--- src/rtl/blink_decoder.sv ---
// Blink waveform decoder: synchronizes an asynchronous blink input, measures its period and
// high time in clk cycles, and presents each measurement on a valid/ready interface.
module blink_decoder #(
    parameter int CNT_W       = 16,
    parameter int SYNC_STAGES = 2
) (
    input  logic             clk,
    input  logic             rst_n,
    input  logic             en,
    input  logic             blink_in,
    output logic             meas_valid,
    input  logic             meas_ready,
    output logic [CNT_W-1:0] period,
    output logic [CNT_W-1:0] high_time,
    output logic             overrun,
    output logic             timeout,
    input  logic             clr_overrun
);

    typedef enum logic [1:0] {
        IDLE = 2'd0,
        HIGH = 2'd1,
        LOW  = 2'd2
    } state_e;

    localparam logic [CNT_W-1:0] CNT_MAX = {CNT_W{1'b1}};
    localparam logic [CNT_W-1:0] CNT_ONE = CNT_W'(1);

    logic [SYNC_STAGES-1:0] sync_q;
    logic                   s_dly_q;
    logic                   s;
    logic                   rise;
    logic                   fall;

    state_e                 state_q, state_d;
    logic                   capture;
    logic                   latch_high;
    logic                   timeout_d, timeout_q;

    logic [CNT_W-1:0]       cnt_q, cnt_d;
    logic [CNT_W-1:0]       high_pend_q, high_pend_d;
    logic [CNT_W-1:0]       period_q, period_d;
    logic [CNT_W-1:0]       high_time_q, high_time_d;
    logic                   meas_valid_q, meas_valid_d;
    logic                   overrun_q, overrun_d;
    logic                   load;
    logic                   drop;

    // NOTE: flops use non-blocking (<=) so every register updates from pre-edge values.
    always_ff @(posedge clk or negedge rst_n) begin
        if (!rst_n) begin
            sync_q  <= '0;
            s_dly_q <= 1'b0;
        end else begin
            sync_q  <= {sync_q[SYNC_STAGES-2:0], blink_in};
            s_dly_q <= s;
        end
    end

    assign s    = sync_q[SYNC_STAGES-1];
    assign rise = s & ~s_dly_q;
    assign fall = ~s & s_dly_q;

    always_ff @(posedge clk or negedge rst_n) begin
        if (!rst_n) begin
            state_q <= IDLE;
        end else begin
            state_q <= state_d;
        end
    end

    // NOTE: every combinational output gets a default first so no latch is inferred.
    always_comb begin
        state_d = state_q;
        if (!en) begin
            state_d = IDLE;
        end else begin
            case (state_q)
                IDLE: if (rise) state_d = HIGH;
                HIGH: begin
                    if (fall)                   state_d = LOW;
                    else if (cnt_q == CNT_MAX)  state_d = IDLE;
                end
                LOW: begin
                    if (rise)                   state_d = HIGH;
                    else if (cnt_q == CNT_MAX)  state_d = IDLE;
                end
                default: state_d = IDLE;
            endcase
        end
    end

    always_comb begin
        capture    = 1'b0;
        latch_high = 1'b0;
        timeout_d  = 1'b0;
        if (en) begin
            case (state_q)
                HIGH: begin
                    latch_high = fall;
                    timeout_d  = ~fall & (cnt_q == CNT_MAX);
                end
                LOW: begin
                    capture   = rise;
                    timeout_d = ~rise & (cnt_q == CNT_MAX);
                end
                default: ;
            endcase
        end
    end

    // cnt restarts at every rise, so while HIGH it also serves as the high-time count.
    always_comb begin
        cnt_d       = cnt_q;
        high_pend_d = high_pend_q;
        if (!en) begin
            cnt_d       = '0;
            high_pend_d = '0;
        end else begin
            if (rise)                  cnt_d = CNT_ONE;
            else if (cnt_q != CNT_MAX) cnt_d = cnt_q + CNT_ONE;
            if (latch_high)            high_pend_d = cnt_q;
        end
    end

    // A capture loads only when the output slot is free or being accepted this cycle.
    always_comb begin
        load         = capture & (~meas_valid_q | meas_ready);
        drop         = capture & meas_valid_q & ~meas_ready;
        period_d     = load ? cnt_q : period_q;
        high_time_d  = load ? high_pend_q : high_time_q;
        meas_valid_d = meas_valid_q;
        if (load)                           meas_valid_d = 1'b1;
        else if (meas_valid_q & meas_ready) meas_valid_d = 1'b0;
        overrun_d = overrun_q;
        if (drop)             overrun_d = 1'b1;
        else if (clr_overrun) overrun_d = 1'b0;
    end

    always_ff @(posedge clk or negedge rst_n) begin
        if (!rst_n) begin
            cnt_q        <= '0;
            high_pend_q  <= '0;
            period_q     <= '0;
            high_time_q  <= '0;
            meas_valid_q <= 1'b0;
            overrun_q    <= 1'b0;
            timeout_q    <= 1'b0;
        end else begin
            cnt_q        <= cnt_d;
            high_pend_q  <= high_pend_d;
            period_q     <= period_d;
            high_time_q  <= high_time_d;
            meas_valid_q <= meas_valid_d;
            overrun_q    <= overrun_d;
            timeout_q    <= timeout_d;
        end
    end

    assign meas_valid = meas_valid_q;
    assign period     = period_q;
    assign high_time  = high_time_q;
    assign overrun    = overrun_q;
    assign timeout    = timeout_q;

endmodule

--- config.mk ---
export PLATFORM = sky130hd
export DESIGN_NAME = blink_decoder
export DESIGN_NICKNAME = d
export VERILOG_FILES = /design/src/rtl/blink_decoder.sv
export SDC_FILE = /design/constraint.sdc
export NUM_CORES = 1
export LEC_CHECK = 0
export ABC_AREA = 1
export CAP_MARGIN = 20
export CELL_PAD_IN_SITES_DETAIL_PLACEMENT = 1
export CELL_PAD_IN_SITES_GLOBAL_PLACEMENT = 1
export CORE_MARGIN = 3
export CORE_UTILIZATION = 35
export DETAILED_ROUTE_END_ITERATION = 10
export PLACE_DENSITY = 0.78
export SLEW_MARGIN = 20
export SYNTH_ARGS = -nofsm -noshare
export SYNTH_HDL_FRONTEND = slang
export SYNTH_SLANG_ARGS = --single-unit
--- constraint.sdc ---
create_clock -name clk -period 3.5 [get_ports clk]
set_input_delay 1.05 -clock clk [delete_from_list [all_inputs] [get_ports clk]]
set_output_delay 1.05 -clock clk [all_outputs]
set_load 0.1 [all_outputs]
== Word level (Yosys, flattened, before mapping) ==
Index checks and enable logic that the tools add are counted.
Word-level totals
  bits in registers: 72
  latch bits: 0
  bits in writable memories: 0
  memory bits (read-only): 0
  bits of input ports: 6
  memories kept: 0
Cells by class
  $add $sub $neg: 1
  $mul: 0
  divide/modulo/power cells: 0
  $lt $le $gt $ge: 0
  eq/ne operators: 7
  shifts and indexed selects: 0
  multiplexer cells: 21
  bitwise operators: 15
  reduce and logical (&&, ||, !) cells: 3
Operators by type and width (number)
  $mux 16: 5
  $add 16x1->16 const B: 1
  $eq 16x16->1 const B: 1
  $ne 16x16->1 const B: 1
  $mux 2: 5
  $mux 1: 9
  $and 1x1->1: 8
  $not 1->1: 6
  $pmux 2 s3: 1
  $reduce_bool 2->1: 2
  $ne 3x1->1 const B: 1
  $ne 3x3->1 const B: 1
  $eq 2x1->1 const B: 1
  $eq 2x2->1 const B: 1
  $logic_not 2->1: 1
  $ne 2x1->1 const B: 1
  $pmux 1 s2: 1
  $or 1x1->1: 1

== Longest topological paths before layout ==
Gate-level depths: netlist of run 1.
  word-level depth: 7
  depth in mapped cells: 9

== Worst setup path before layout of run 1 ==
OpenSTA, ideal clock, no wires.
  kind: register to output
  start: register high_time_q[0] (netlist: high_time[0])
  end: output high_time[0]
  data arrival time: 0.898 ns
  required time: 2.450 ns
  path slack: 1.552 ns
  stages on the path, launching flop included: 1
  path through: dfrtp_1
RTL lines
  from (decl): RTL line 43  | logic [CNT_W-1:0] high_time_q, high_time_d;
  from (signal assigned): RTL line 153  | high_time_q <= high_time_d;
  to (decl): RTL line 14  | output logic [CNT_W-1:0] high_time,
No word-level cell between the ends.

== Worst setup path after layout of run 1 ==
  start: input en
  end: register period_q[13] (netlist: period[13])
Between the ends
  cells in the longest elaborated chain, start to end: 2
RTL lines
  from (decl): RTL line 9  | input logic en,
  $mux 1: RTL line 97  | if (en) begin
  $and 1x1->1: RTL line 128  | load = capture & (~meas_valid_q | meas_ready);
  to (signal assigned): RTL line 152  | period_q <= period_d;
  to (decl): RTL line 42  | logic [CNT_W-1:0] period_q, period_d;
No other way between the ends.
A chain may end at the register's enable or synchronous reset.

==> impl_metrics.tcl, run 1 <==
set metrics [dict create \
    status "complete, no violations" \
    synth_edf_count 0 \
    netlist_top_cells_count "nand2_1, dfrtp_1, inv_1" \
    tns_ns 0 \
    synth_simple_gate_area_frac 0.225 \
    die_h_um 104 \
    final_antenna_net_count 0 \
    synth-xor-area-share 0 \
    synthAdderAreaFrac 0.0187 \
    path_max_fanout 25 \
    wl_per_cell_um 15.3 \
    cp_data_arrival_time_ns 2.63 \
    cts-root-buf "clkbuf_8" \
    hpwl_um 5980 \
    slew_violations 0 \
    ctsHoldBuffers 0 \
    clkPwrFrac 0.454 \
    core_area_mm2 0.00928 \
    seq_area_mm2 0.00180 \
    fin_area_mm2 0.00403 \
    timing.rr.start "state_q[0]" \
    grtUsageTotal 0.163 \
    p_int_w 0.00135 \
    grt_max_degree 73 \
    cts-buffers-inserted 9 \
    synth_top_area_cell "dfrtp_1" \
    muxShareOfSynthArea 0 \
    first_iter_violations 101 \
    cts_setup_buffers 0 \
    drc 0 \
    synthToLayoutAreaGrowth_pct 20.2 \
    leakage_nw 1.93 \
    rsz0062_at_grt "false" \
    holdPathStages 0 \
    finalHoldViolCount 0 \
    worstSetupStartpointType "input pin" \
    dieArea_mm2 0.0108 \
    die_x_um 104 \
    ys_types 30 \
    cts_resized 0 \
    worstPathRequired_ns 3.73 \
    cts_sinks 72 \
    r2r_end "period[13]" \
    grt_pass1_wl_um 14100 \
    vias_per_cell 4.86 \
    nFillCells 1123 \
    multi_input_area_mm2 0.00126 \
    synth_top_family_by_area "simple AND/OR/NAND/NOR gates" \
    place_congestion 0.889 \
    start_util 0.361 \
    max_freq_mhz 416 \
    maxSlewHeadroom 0.395 \
    min_period_ns 2.40 \
    finalSetupViolCount 0 \
    ys.flop_type "dfrtp_1" \
    htreeDepth 3 \
    worstRegToRegCells 8 \
    dp.cells 523 \
    antenna_cells 0 \
    antenna_found_initial 0 \
    critical_path_class "in -> reg" \
    ys_top_cells_by_area "dfrtp_1, nand2_1, o21ai_2" \
    hold_start "sync_q[0]" \
    hold_slack_ns 0.352 \
    synthCells 358 \
    ys_ff_latch 72 \
    hp-class "reg -> reg" \
    swShare 0.234 \
    fin_crit_sh 0.687 \
    stdcell_count 539 \
    ys_seq_area_frac 0.538 \
    whs_endpoint "sync_q[1]" \
    avgSynthCellArea_um2 9.36 \
    end_kind "flip-flop" \
    wl_um 8270 \
    grt_overflow 0 \
    grt_pass1_vias 2816 \
    synth_compound_area_frac 0.132 \
    switchingPower_w 0.000413 \
    port_buffers 40 \
    vdd_drop_max_mv 0.252 \
    syn-cell-area_mm2 0.00335 \
    max-clock-path-buffers 2 \
    ff2ff_setup_slack_ns 1.68 \
    p_seq_frac 0.484 \
    yosysMostFrequentCell "nand2_1" \
    syn-num-nets 369 \
    via_count 2617 \
    cap_violations 0 \
    place_area_mm2 0.00378 \
    combPwrFrac 0.063 \
    yosys.area.top_type_share 0.538 \
    first_pass_iters 4 \
    power_density_mw_per_mm2 438 \
    clk_pin_slew_worst_paths_ns 0.07 \
    row_count 35 \
    insertion_delay_ns 0.35 \
    tightest_slew_ns 0.907 \
    cts_tree "yes" \
    layout-drive-gt1-share 0.237 \
    async_reset_ff_frac 1.00 \
    ios 41 \
    skew_ns 0.00930 \
    fin_nets 416 \
    ys_warn_count 0 \
    final_util 0.434 \
]
## stage by stage
stage	total power, W	setup WS (ns)
final	0.00176	1.10
after detailed placement	0.000982	0.726
after global routing	0.00184	1.05
after CTS	0.00180	1.09
after global placement	0.000976	0.791
after floorplan	0.000933	1.55
## logic make-up after synthesis
family                   Yosys count
AO/OA/AOI/OAI                     66
adder cells (fa/ha/maj)            5
buffers and inverters             60
flip-flops                        72
AND/OR/NAND/NOR                  155
## critical path, cell delays in order
cell and delay [ns]:
clkdlybuf4s50_1 0.72, nand3_4 0.15, nor2_4 0.18, inv_4 0.15, buf_4 0.21, nand2_1 0.10, o21ai_2 0.06
## layer usage
| metal | vias up | global-route usage | part of all wire |
|---|---|---|---|
| li1 | 1254 | - | - |
| met1 | 1291 | 0.211 | 0.44 |
| met2 | 60 | 0.271 | 0.50 |
| met3 | 12 | 0.0467 | 0.050 |
| met4 | 0 | 0.0418 | 0.013 |
| met5 | - | 0 | 0 |
## layout make-up
| type | instances | share of cell area |
|---|---|---|
| inverter | 50 | 0.0485 |
| clock inverter | 6 | 0.0289 |
| tap | 129 | 0.0401 |
| timing repair buffer | 46 | 0.0907 |
| clock buffer | 10 | 0.0317 |
| sequential | 72 | 0.447 |
| multi-input combinational | 226 | 0.313 |
## power by group through the flow
stage	combinational [W]	sequential [W]	clock [W]
2_1_floorplan	0.0000559	0.000877	0
3_3_place_gp	0.000108	0.000868	0
3_5_place_dp	0.000112	0.000870	0
4_1_cts	0.000112	0.000853	0.000830
5_1_grt	0.000123	0.000855	0.000863
6_report	0.000110	0.000853	0.000800
## flip-flops by register name, summed over array words and instances (netlist names)
signal,count
cnt_q,16
high_pend_q,16
high_time,16
period,16
state_q,2
sync_q,2
meas_valid,1
overrun,1
s_dly_q,1
timeout,1
## placed cells by master, fill, tap and decap left out, types with 4 or more instances in the layout
| cell | instances |
|---|---|
| a21oi_1 | 8 |
| buf_4 | 40 |
| clkbuf_8 | 9 |
| clkdlybuf4s50_1 | 4 |
| dfrtp_1 | 72 |
| ha_1 | 5 |
| inv_1 | 47 |
| nand2_1 | 87 |
| nand3_1 | 21 |
| nand4_1 | 9 |
| nor2_1 | 23 |
| nor2_4 | 6 |
| o21ai_0 | 12 |
| o21ai_1 | 7 |
| o21ai_2 | 24 |
| o22ai_1 | 13 |
## how the worst max path moves through the flow
stage                       startpoint            to  slack, ns  cells after the start
after floorplan           high_time[0]  high_time[0]       1.55                      0
after global placement              en     period[0]       0.79                      7
after detailed placement            en    period[13]       0.73                      7
after CTS                           en    period[13]       1.09                      7
after global routing                en    state_q[0]       1.05                      7
final                               en    period[13]       1.10                      7
(Power assumes the default switching activity.)
==> run 2: changes to the inputs <==
--- a/config.mk
+++ b/config.mk
@@ -12,7 +12,7 @@
 export CORE_MARGIN = 3
 export CORE_UTILIZATION = 35
 export DETAILED_ROUTE_END_ITERATION = 10
-export PLACE_DENSITY = 0.78
+export PLACE_DENSITY = 0.81
 export SLEW_MARGIN = 20
 export SYNTH_ARGS = -nofsm -noshare
 export SYNTH_HDL_FRONTEND = slang
==> constraint.sdc (replaced) <==
create_clock -name clk -period 2 [get_ports clk]
set_input_delay 0.6 -clock clk [delete_from_list [all_inputs] [get_ports clk]]
set_output_delay 0.6 -clock clk [all_outputs]
set_load 0.1 [all_outputs]
==> run 2 against run 1 <==
  * Via count increased by 1.2%
  * Worst setup slack got worse by 0.80 ns
  * Combinational power is 99% higher
  * Global-route usage rose by 0.69 points
  * Utilization increased by 5.8 points
  * Sequential share of layout area shrank 5.2 points
  * Register-to-register slack worse by 1.4 ns
  * Critical path type is now reg -> reg
  * Critical endpoint is now cnt_q[0]
==> impl_metrics.tcl, run 2 (synthesized netlist as in run 1, its figures left out) <==
set metrics [dict create \
    use_met3 0.0312 \
    nFillCells 1067 \
    grt_pass1_vias 2904 \
    worstPathRequired_ns 2.24 \
    wl_um 8550 \
    dieArea_mm2 0.0108 \
    wl_per_cell_um 15.7 \
    hold_slack_ns 0.260 \
    synthToLayoutAreaGrowth_pct 36.2 \
    fin_ws_ns 0.302 \
    leakage_nw 2.08 \
    layout-drive-gt1-share 0.248 \
    first_iter_violations 152 \
    cts_resized 0 \
    maxSlewHeadroom 0.732 \
    via_count 2649 \
    fin_area_mm2 0.00456 \
    place_area_mm2 0.00432 \
    htreeDepth 3 \
    grtUsageTotal 0.170 \
    grt_overflow 0 \
    slew_violations 0 \
    cts_sinks 72 \
    finalHoldViolCount 0 \
    core_area_mm2 0.00928 \
    pre_cts_ws_ns -0.0476 \
    cp_data_arrival_time_ns 1.94 \
    place_congestion 0.903 \
    critical_path_class "reg -> reg" \
    grt_busiest_layer "met2" \
    max-clock-path-buffers 2 \
    drc 0 \
    fin_nets 422 \
    cts_setup_buffers 0 \
    worstSetupStartpointType "flip-flop" \
    tns_ns 0 \
    hpwl_um 6340 \
    min_period_ns 1.70 \
    grtUsageMet2 0.298 \
    skew_ns 0.00982 \
    power_density_mw_per_mm2 685 \
    die_x_um 104 \
    ctsHoldBuffers 0 \
    fin_crit_sh 0.849 \
    first_pass_iters 4 \
    antenna_found_initial 0 \
    cts-buffers-inserted 9 \
    clk_pin_slew_worst_paths_ns 0.08 \
    vdd_drop_max_mv 0.379 \
    grt_max_degree 73 \
    cap_violations 0 \
    final_antenna_net_count 0 \
    finalSetupViolCount 0 \
    cts_tree "yes" \
    insertion_delay_ns 0.35 \
    rsz0062_at_grt "false" \
    max_freq_mhz 589 \
    path_max_fanout 9 \
    antenna_cells 0 \
    row_count 35 \
    grt_pass1_wl_um 14700 \
    port_buffers 40 \
    tightest_slew_ns 0.402 \
    status "complete, no violations" \
    end_kind "flip-flop" \
    hp-class "in -> async" \
    mostFrequentLayoutCells "nand2_1, dfrtp_1, inv_1" \
    ios 41 \
    gr-usage-met1 0.205 \
    die_h_um 104 \
    final_common_cell "nand2_1" \
    start_util 0.361 \
    vias_per_cell 4.86 \
    cts-root-buf "clkbuf_8" \
]
-- run 2: cell types whose count changed in the layout (fill, tap and decap cells not counted), sizes merged --
cell and delta:
buf +6, clkbuf +1, inv -1
-- run 2: where the power goes --
| group | leakage [nW] | internal, W | total [W] | switching (W) |
|---|---|---|---|---|
| registers | 0.995 | 0.00147 | 0.00149 | 0.0000210 |
| clock network | 0.124 | 0.000864 | 0.00141 | 0.000549 |
| logic | 0.961 | 0.0000746 | 0.000219 | 0.000144 |
-- run 2: worst max-delay path, stage by stage, from the launching register on --
cell and delay [ns]:
dfrtp_1 0.48, ha_1 0.26, nand2_2 0.09, nor2_4 0.18, nand2_4 0.14, clkinv_4 0.09, nand4_4 0.15, nand2_1 0.13
o21ai_2 0.06
-- run 2: area by class of cell --
class | instances | area (um2) | share of cell area
sequential | 72 | 1800 | 0.395
multi-input combinational | 226 | 1260 | 0.276
timing repair buffer | 52 | 898 | 0.197
inverter | 50 | 195 | 0.0428
tap | 129 | 161 | 0.0354
clock buffer | 11 | 141 | 0.0310
clock inverter | 5 | 104 | 0.0228
-- run 2: worst paths after layout --
check                           startpoint         end  slack (ns)  cells after the start
worst max-delay path              cnt_q[0]    cnt_q[0]        0.30                      8
worst min-delay path                 rst_n  meas_valid        0.26                      2
worst max register to register    cnt_q[0]    cnt_q[0]        0.30                      8
worst min register to register   sync_q[0]   sync_q[1]        0.35                      0
max in group asynchronous            rst_n  period[12]        1.41                      2
min in group clk                 sync_q[0]   sync_q[1]        0.35                      0
-- run 2: stage by stage --
| stage | util | power (W) | cells |
|---|---|---|---|
| 6_report | 0.491 | 0.00312 | 545 |
| 5_1_grt | 0.491 | 0.00326 | 545 |
| 4_1_cts | 0.491 | 0.00317 | 545 |
| 3_5_place_dp | 0.465 | 0.00174 | 529 |
| 3_3_place_gp | 0.465 | 0.00173 | 529 |
| 2_1_floorplan | - | 0.00163 | 358 |
-- run 2: layer usage --
metal	routed length [um]	part of all wire
met4	242	0.028
met3	231	0.027
met5	0	0
met2	4340	0.51
met1	3740	0.44
